`src/rtl/uart_bridge_pkg.sv`:
```
// uart_bridge_pkg: command/response bytes and FSM state type shared by the UART command bridge
package uart_bridge_pkg;
    localparam logic [7:0] CMD_WR  = 8'h57;
    localparam logic [7:0] CMD_RD  = 8'h52;
    localparam logic [7:0] RSP_ACK = 8'h06;
    localparam logic [7:0] RSP_NAK = 8'h15;

    typedef enum logic [2:0] {IDLE, ADDR, DATA, MEM_WR, MEM_RD, RD_WAIT, SEND} bridge_state_t;
endpackage

```
`src/rtl/uart_bridge.sv`:
```
// uart_bridge: parses UART byte frames into single-word memory reads/writes and sends the response
module uart_bridge
    import uart_bridge_pkg::*;
#(
    parameter int CLOCK_HZ     = 50000000,
    parameter int TIMEOUT_CLKS = CLOCK_HZ / 10
) (
    input  logic        clk,
    input  logic        resetn,
    input  logic        rx_ready,
    input  logic [7:0]  rx_data,
    input  logic        tx_busy,
    output logic        tx_write,
    output logic [7:0]  tx_data,
    output logic [31:0] mem_addr,
    output logic [31:0] mem_wdata,
    output logic        mem_we,
    output logic        mem_re,
    input  logic [31:0] mem_rdata,
    output logic        active
);
    localparam int TW = $clog2(TIMEOUT_CLKS + 1);

    bridge_state_t state, state_n;
    logic          is_rd;
    logic [1:0]    idx;
    logic [1:0]    last;
    logic [TW-1:0] tcnt;
    logic [31:0]   rsp;
    logic [7:0]    tx_q;
    logic          wr_q;
    logic          timed_out;

    assign timed_out = tcnt == TW'(TIMEOUT_CLKS);
    // wr_q blocks back-to-back writes because tx_busy rises one cycle after tx_write
    assign tx_write  = state == SEND && !tx_busy && !wr_q;
    assign tx_data   = tx_write ? rsp[{idx, 3'b000} +: 8] : tx_q;
    assign mem_we    = state == MEM_WR;
    assign mem_re    = state == MEM_RD;
    assign active    = state != IDLE;

    always_comb begin
        state_n = state;
        case (state)
            IDLE:    if (rx_ready) state_n = (rx_data == CMD_WR || rx_data == CMD_RD) ? ADDR : SEND;
            ADDR:    state_n = (rx_ready && idx == 2'd3) ? (is_rd ? MEM_RD : DATA) : (!rx_ready && timed_out) ? IDLE : ADDR;
            DATA:    state_n = (rx_ready && idx == 2'd3) ? MEM_WR : (!rx_ready && timed_out) ? IDLE : DATA;
            MEM_WR:  state_n = SEND;
            MEM_RD:  state_n = RD_WAIT;
            RD_WAIT: state_n = SEND;
            SEND:    if (tx_write && idx == last) state_n = IDLE;
            default: state_n = IDLE;
        endcase
    end

    always_ff @(posedge clk) begin
        if (!resetn) begin
            state     <= IDLE;
            is_rd     <= 1'b0;
            idx       <= '0;
            last      <= '0;
            tcnt      <= '0;
            rsp       <= '0;
            tx_q      <= '0;
            wr_q      <= 1'b0;
            mem_addr  <= '0;
            mem_wdata <= '0;
        end else begin
            state <= state_n;
            wr_q  <= tx_write;
            tcnt  <= (rx_ready || !(state == ADDR || state == DATA)) ? '0 : timed_out ? tcnt : tcnt + 1'b1;
            if (tx_write) begin
                tx_q <= rsp[{idx, 3'b000} +: 8];
                idx  <= idx + 1'b1;
            end
            case (state)
                IDLE: if (rx_ready) begin
                    is_rd <= rx_data == CMD_RD;
                    idx   <= '0;
                    last  <= '0;
                    rsp   <= {24'h0, RSP_NAK};
                end
                ADDR: if (rx_ready) begin
                    mem_addr[{idx, 3'b000} +: 8] <= rx_data;
                    idx <= idx + 1'b1;
                end
                DATA: if (rx_ready) begin
                    mem_wdata[{idx, 3'b000} +: 8] <= rx_data;
                    idx <= idx + 1'b1;
                end
                MEM_WR: begin
                    rsp  <= {24'h0, RSP_ACK};
                    idx  <= '0;
                    last <= '0;
                end
                RD_WAIT: begin
                    rsp  <= mem_rdata;
                    idx  <= '0;
                    last <= 2'd3;
                end
                default: ;
            endcase
        end
    end
endmodule

```
`config.mk`:
```
export PLATFORM = sky130hd
export DESIGN_NAME = uart_bridge
export DESIGN_NICKNAME = d
export VERILOG_FILES = /design/src/rtl/uart_bridge_pkg.sv /design/src/rtl/uart_bridge.sv
export SDC_FILE = /design/constraint.sdc
export NUM_CORES = 1
export LEC_CHECK = 0
export CAP_MARGIN = 20
export CORE_ASPECT_RATIO = 0.6
export CORE_UTILIZATION = 51
export CTS_CLUSTER_SIZE = 8
export DETAILED_ROUTE_END_ITERATION = 8
export GPL_TIMING_DRIVEN = 0
export PLACE_DENSITY = 0.8
export SLEW_MARGIN = 20
export SYNTH_ARGS = -nofsm -noshare
export SYNTH_HDL_FRONTEND = slang
export SYNTH_SLANG_ARGS = --single-unit
```
`constraint.sdc`:
```
create_clock -name clk -period 3 [get_ports clk]
set_input_delay 0.9 -clock clk [delete_from_list [all_inputs] [get_ports clk]]
set_output_delay 0.9 -clock clk [all_outputs]
set_load 0.005 [all_outputs]
```
==> qor.txt, run 1 <==
outcome -> completed
Critical Path Slowest Stage Cell -> mux4_2
Crit path largest cell delay -> 0.51 ns
via count -> 5883
met2 routed WL -> 8010 um
CP Launch Type -> flop
async set-reset flop share out of synthesis -> 0
Synth cell types -> 51
TritonCTS buffer count -> 17
fill count -> 756
DP Area -> 7050 um^2
die height -> 84.5 um
Starting Density -> 0.536
Post-synth EDFFs -> 0
measured slew at the worst slew-check pin -> 0.824 ns
Peak VDD IR -> 0.526 mV
IO Count -> 120
Post-DRT Antenna Nets -> 0
first-pass GRT wire length -> 28300 um
Core ar. -> 10800 um^2
PD cells -> 661 nW/um^2
post-DP HPWL -> 12100 um
Post-Syn Instances -> 679
cts hold-fix bufs -> 0
Final Critical Period -> 2.93 ns
Mapped Area -> 5780 um^2
clock tree buffer depth -> 2
sw frac -> 0.316
Arr. time, crit path -> 2.03 ns
clk sink count -> 135
clk slew on worst S/H paths -> 0.06 ns
final-stage net count -> 870
CTS Root Buffer Type -> clkbuf_16
Internal Power -> 3.52 mW
DRT iter0 DRCs -> 570
Hold Vio Cnt, Final -> 0
RSZ-0062 raised after global routing -> no
routed vias/inst -> 6.06
FP Rows -> 29
All-Layer GR Usage -> 0.309
CP Max Fanout -> 10
synthesized net count -> 731
Syn-to-layout area delta -> 34.7%
fraction of layout cells with a size suffix above 1 -> 0.113
register area share after synthesis -> 0.468
H-tree Lvls -> 4
Rel. slew slack -> 0.450
fin util -> 0.722
Routed met1 length -> 7590 um
gpl congestion -> 0.874
Top cell by count, worst path -> buf_6
final wirelength -> 17900 um
highest metal used -> met4
post-synthesis register bit count -> 135
Worst EP required -> 2.10 ns
IO Port Bufs -> 110
Fmax achieved -> 0.341 GHz
GRT overflow -> 0
Die Area -> 11800 um^2
antenna cells -> 0
Bufs and invs on worst path -> 3
initial antenna violation count -> 0
largest net degree at the start of global routing -> 17
CTS tree -> yes
critical path's top delay family -> multiplexers
worst skew pair latency -> 0.42 ns
hold crit path type -> flop to flop
leakage power -> 2.63 nW
combinational share of power -> 0.221
crit share post-route -> 0.977
fin area -> 7780 um^2
die width -> 139 um
residual DRC count -> 0
kind of critical path -> flop to output pin
fin. max-slew vios -> 0
Syn Area/Cell -> 8.51 um^2
clock share of power -> 0.397
met3 WL -> 1890 um
CP endpoint kind -> output pin
Psw -> 1.63 mW
Final setup viols -> 0
vias in the first global route -> 5613
MaxCap Viol Count -> 0
yosys warns -> 0
clk_skew -> 0.0157 ns
drt first pass iters -> 6
register share of total power -> 0.382
Routed WL per cell -> 18.4 um
Main synth FF type -> dfxtp_1
crit-path cells -> buf_6 -> buf_8 -> mux4_2 -> mux2_4 -> buf_6
==> layer usage <==
layer  up-vias  GRT usage
met1      2774      0.412
li1       2682          -
met3        56     0.0827
met5         -          0
met2       371      0.481
met4         0      0.117
==> logic make-up (layout without fill, tap and decap cells) <==
group / Yosys count / count (layout) / share of synthesized area
adders and majority gates: 8 / 8 / 0.0173
xor gates and xnor gates: 12 / 12 / 0.0182
muxes: 17 / 17 / 0.0485
buffers and inverters: 64 / 216 / 0.0429
AOI/OAI and AO/OA: 140 / 140 / 0.141
DFF: 135 / 135 / 0.468
and+or+nand+nor: 303 / 303 / 0.265
==> synth_stat cells (3+ instances only) <==
library cell	instances	area, um^2
a21oi_1	84	420
a22oi_1	28	210
and2_1	18	113
and3_1	6	37.5
buf_1	3	11.3
buf_2	3	15.0
clkbuf_1	44	165
dfxtp_1	135	2700
ha_1	8	100
inv_1	12	45.0
mux2_2	8	90.1
mux4_2	8	180
nand2_1	87	327
nand2b_1	4	25.0
nand3_1	83	415
nand4_1	5	31.3
nor2_1	50	188
nor2b_1	4	25.0
nor3_1	5	25.0
nor4_1	7	43.8
o211ai_1	3	22.5
o21ai_0	13	65.1
o31ai_1	7	52.6
or3_1	4	25.0
or4_1	8	60.1
xnor2_1	7	61.3
xor2_1	5	43.8
==> sequential cells by signal (all words and copies together) (netlist names), 2 cells and up <==
name       flops
idx            2
tx_q           8
mem_addr      32
mem_wdata     32
rsp           32
state          3
tcnt          23
==> power groups by stage <==
stage               clock [mW]  combinational, mW  sequential [mW]
floorplan                    0              0.662             1.97
finish                    2.04               1.14             1.97
detailed placement           0               1.02             1.98
CTS                       2.03               1.07             1.95
global placement             0              0.987             1.98
global route              2.13               1.21             1.98
==> worst register-to-register path: stages (launching register included) <==
cell and delay [ns]:
dfxtp_1 0.48, buf_2 0.32, inv_1 0.13, ha_1 0.36, nor3b_1 0.72, clkbuf_1 0.44
nand3_1 0.16, a21oi_1 0.19
==> final timing paths <==
| kind | slack, ns | endpoint | cells past startpoint | from |
|---|---|---|---|---|
| max reg2reg | 0.12 | mem_addr[4]$_SDFFE_PN0P_ | 7 | idx[1]$_SDFF_PN0_ |
| min reg2reg | 0.45 | rsp[0]$_SDFFE_PN0P_ | 2 | rsp[0]$_SDFFE_PN0P_ |
| min | 0.45 | rsp[0]$_SDFFE_PN0P_ | 2 | rsp[0]$_SDFFE_PN0P_ |
| max | 0.07 | tx_data[6] | 5 | idx[0]$_SDFF_PN0_ |
==> what timing repair did <==
action	4_1_cts	5_1_grt
pin swaps	1	1
setup buffers	8	3
endpoints found under the setup margin	27	25
cloned	0	0
gates resized for setup	55	13
==> metrics by stage <==
stage               std cells  power [mW]  setup WS [ns]  hold WS [ns]   TNS, ns
finish                    970        5.15         0.0698         0.450         0
global route              970        5.32        0.00998         0.473         0
CTS                       968        5.05       -0.00315         0.448  -0.00741
detailed placement        928        3.01         -0.857         0.439    -12.91
global placement          928        2.97         -0.841         0.434    -10.51
floorplan                 679        2.63          0.270         0.420         0
==> final cells by class <==
type / count / area (um^2) / share of cell area
Clock buffer: 19 / 453 / 0.0582
Multi-Input combinational cell: 480 / 2880 / 0.370
Inverter: 13 / 48.8 / 0.00627
Sequential cell: 135 / 2710 / 0.348
Timing Repair Buffer: 121 / 1170 / 0.151
Buffer: 50 / 225 / 0.0289
Clock inverter: 13 / 124 / 0.0159
Tap cell: 139 / 174 / 0.0223
==> cell usage in the layout (no fill, tap or decap), types with 6 or more instances in the layout <==
master	netlist	layout
nor4_1	7	7
ha_1	8	8
or4_1	8	8
and2_1	18	18
nor2_1	50	49
clkdlybuf4s50_1	0	100
o31ai_1	7	7
nand2_1	87	87
buf_2	3	7
a21oi_1	84	84
a22oi_1	28	28
buf_4	1	9
mux4_2	8	8
nand3_1	83	82
xnor2_1	7	7
clkbuf_1	44	39
mux2_4	0	8
clkbuf_16	0	17
o21ai_0	13	13
dfxtp_1	135	134
inv_1	12	11
and3_1	6	6
Note: power is estimated with default switching activity, not from simulation.
==> run 2, diff against run 1 <==
--- a/config.mk
+++ b/config.mk
@@ -11,7 +11,7 @@
 export CTS_CLUSTER_SIZE = 8
 export DETAILED_ROUTE_END_ITERATION = 8
 export GPL_TIMING_DRIVEN = 0
-export PLACE_DENSITY = 0.8
+export PLACE_DENSITY = 0.77
 export SLEW_MARGIN = 20
 export SYNTH_ARGS = -nofsm -noshare
 export SYNTH_HDL_FRONTEND = slang
==> run 2 against run 1 <==
Net effect: core utilization decreased by 0.093 points; clock power rose by 5%; via count decreased by 2.2%; fmax fell by 1.1%; non-clock buffer count fell by 1; clock skew decreased by 0.0073 ns; highest routed layer unchanged.
==> qor.txt, run 2 (synthesized netlist as in run 1, its figures left out) <==
outcome -> completed
Syn-to-layout area delta -> 34.5%
clock share of power -> 0.411
Reg-to-Reg End -> mem_addr[6]$_SDFFE_PN0P_
Rel. slew slack -> 0.492
fin util -> 0.721
Top Registers -> mem_addr: 32 flops, mem_wdata: 32 flops, rsp: 32 flops
RSZ-0062 raised after global routing -> yes
Tot Pwr -> 5.20 mW
initial antenna violation count -> 0
Final WS setup -> 0.0380 ns
kind of critical path -> flop to output pin
CP Max Fanout -> 10
hold crit path type -> flop to flop
critical path's top delay family -> buffers and inverters
fin. max-slew vios -> 0
fin area -> 7770 um^2
R2R cell count -> 7
Core ar. -> 10800 um^2
IO Count -> 120
final-stage net count -> 869
worst skew pair latency -> 0.42 ns
Hold Crit Depth -> 2
DP Area -> 7050 um^2
r2r startpoint -> idx[1]$_SDFF_PN0_
fill count -> 795
Worst path depth -> 4
clock tree buffer depth -> 2
Critical Path Slowest Stage Cell -> clkdlybuf4s50_1
fraction of layout cells with a size suffix above 1 -> 0.107
vias in the first global route -> 5502
Routed WL per cell -> 18.0 um
CTS tree -> yes
H-tree Lvls -> 4
Hold Vio Cnt, Final -> 0
CP Launch Type -> flop
die width -> 139 um
All-Layer GR Usage -> 0.300
crit path from -> state[0]$_SDFFE_PN0P_
Fmax achieved -> 0.338 GHz
register share of total power -> 0.376
measured slew at the worst slew-check pin -> 0.760 ns
Arr. time, crit path -> 2.06 ns
antenna cells -> 0
r2r setup slk -> 0.24 ns
combinational share of power -> 0.213
residual DRC count -> 0
Crit path largest cell delay -> 0.54 ns
Hold WS -> 0.454 ns
most common cell after layout, fill and taps aside -> dfxtp_1
clk slew on worst S/H paths -> 0.05 ns
clk_skew -> 0.00844 ns
Psw -> 1.58 mW
CP endpoint kind -> output pin
Peak VDD IR -> 0.447 mV
IO Port Bufs -> 110
via count -> 5753
Final Critical Period -> 2.96 ns
DRT iter0 DRCs -> 546
first-pass GRT wire length -> 27600 um
gpl congestion -> 0.824
post-DP HPWL -> 11900 um
Starting Density -> 0.536
Internal Power -> 3.62 mW
drt first pass iters -> 5
cts hold-fix bufs -> 0
TritonCTS buffer count -> 17
Worst EP required -> 2.10 ns
FP Rows -> 29
most frequent cells in the layout -> 134 x dfxtp_1, 100 x clkdlybuf4s50_1, 87 x nand2_1
Post-DRT Antenna Nets -> 0
sw frac -> 0.303
DP Worst Slack -> -0.847 ns
crit-path cells -> clkbuf_1 -> buf_2 -> and3b_1 -> clkdlybuf4s50_1
GRT overflow -> 0
Bufs and invs on worst path -> 3
crit share post-route -> 0.987
largest net degree at the start of global routing -> 17
final wirelength -> 17400 um
PD cells -> 669 nW/um^2
routed vias/inst -> 5.94
CTS Root Buffer Type -> clkbuf_16
Setup crit end -> mem_we
clk sink count -> 135
leakage power -> 2.63 nW
MaxCap Viol Count -> 0
Final setup viols -> 0
Die Area -> 11800 um^2
die height -> 84.5 um
-- run 2: through the flow --
step	setup TNS, ns	instances
4_1_cts	0	967
6_report	0	968
5_1_grt	-0.0429	968
3_5_place_dp	-11.58	928
2_1_floorplan	0	679
3_3_place_gp	-12.37	928
-- run 2: worst min-delay path by stage --
stage	start	endpoint
floorplan	rsp[0]$_SDFFE_PN0P_	rsp[0]$_SDFFE_PN0P_
global placement	rsp[0]$_SDFFE_PN0P_	rsp[0]$_SDFFE_PN0P_
detailed placement	rsp[0]$_SDFFE_PN0P_	rsp[0]$_SDFFE_PN0P_
CTS	rsp[0]$_SDFFE_PN0P_	rsp[0]$_SDFFE_PN0P_
global route	mem_addr[1]$_SDFFE_PN0P_	mem_addr[1]$_SDFFE_PN0P_
finish	rsp[0]$_SDFFE_PN0P_	rsp[0]$_SDFFE_PN0P_
-- run 2: final cells by class --
type | instances | area [um^2] | area share
sequential | 135 | 2700 | 0.348
clock buffer | 17 | 425 | 0.0547
clock inverter | 14 | 171 | 0.0221
multi-input combinational | 480 | 2870 | 0.369
tap | 139 | 174 | 0.0224
timing repair buffer | 120 | 1170 | 0.151
inverter | 13 | 48.8 | 0.00628
buffer | 50 | 210 | 0.0270
-- run 2: routing by layer --
| metal | global-route usage | part of all wire | vias to the layer above |
|---|---|---|---|
| met3 | 0.0787 | 0.096 | 44 |
| li1 | - | - | 2674 |
| met1 | 0.406 | 0.44 | 2730 |
| met5 | 0 | 0 | - |
| met2 | 0.465 | 0.44 | 305 |
| met4 | 0.107 | 0.019 | 0 |
-- run 2: power by group through the flow --
stage | sequential [mW] | clock (mW) | combinational, mW
3_5_place_dp | 1.99 | 0 | 1.02
3_3_place_gp | 1.98 | 0 | 0.999
6_report | 1.95 | 2.14 | 1.11
2_1_floorplan | 1.97 | 0 | 0.662
5_1_grt | 1.96 | 2.23 | 1.19
4_1_cts | 1.95 | 2.14 | 1.07
-- run 2: what timing repair did --
item                                    CTS  global route
buffers inserted                          8             1
gates resized for setup                  57             8
pin swaps                                 1             1
endpoints found under the setup margin   22            21
gates cloned                              1             0
-- run 2: worst reg2reg max path, stage by stage (launching register included) --
cell,delay [ns]
dfxtp_1,0.47
buf_2,0.33
inv_1,0.14
ha_1,0.36
nor3b_1,0.67
clkbuf_1,0.41
nand3_1,0.14
a21oi_1,0.17
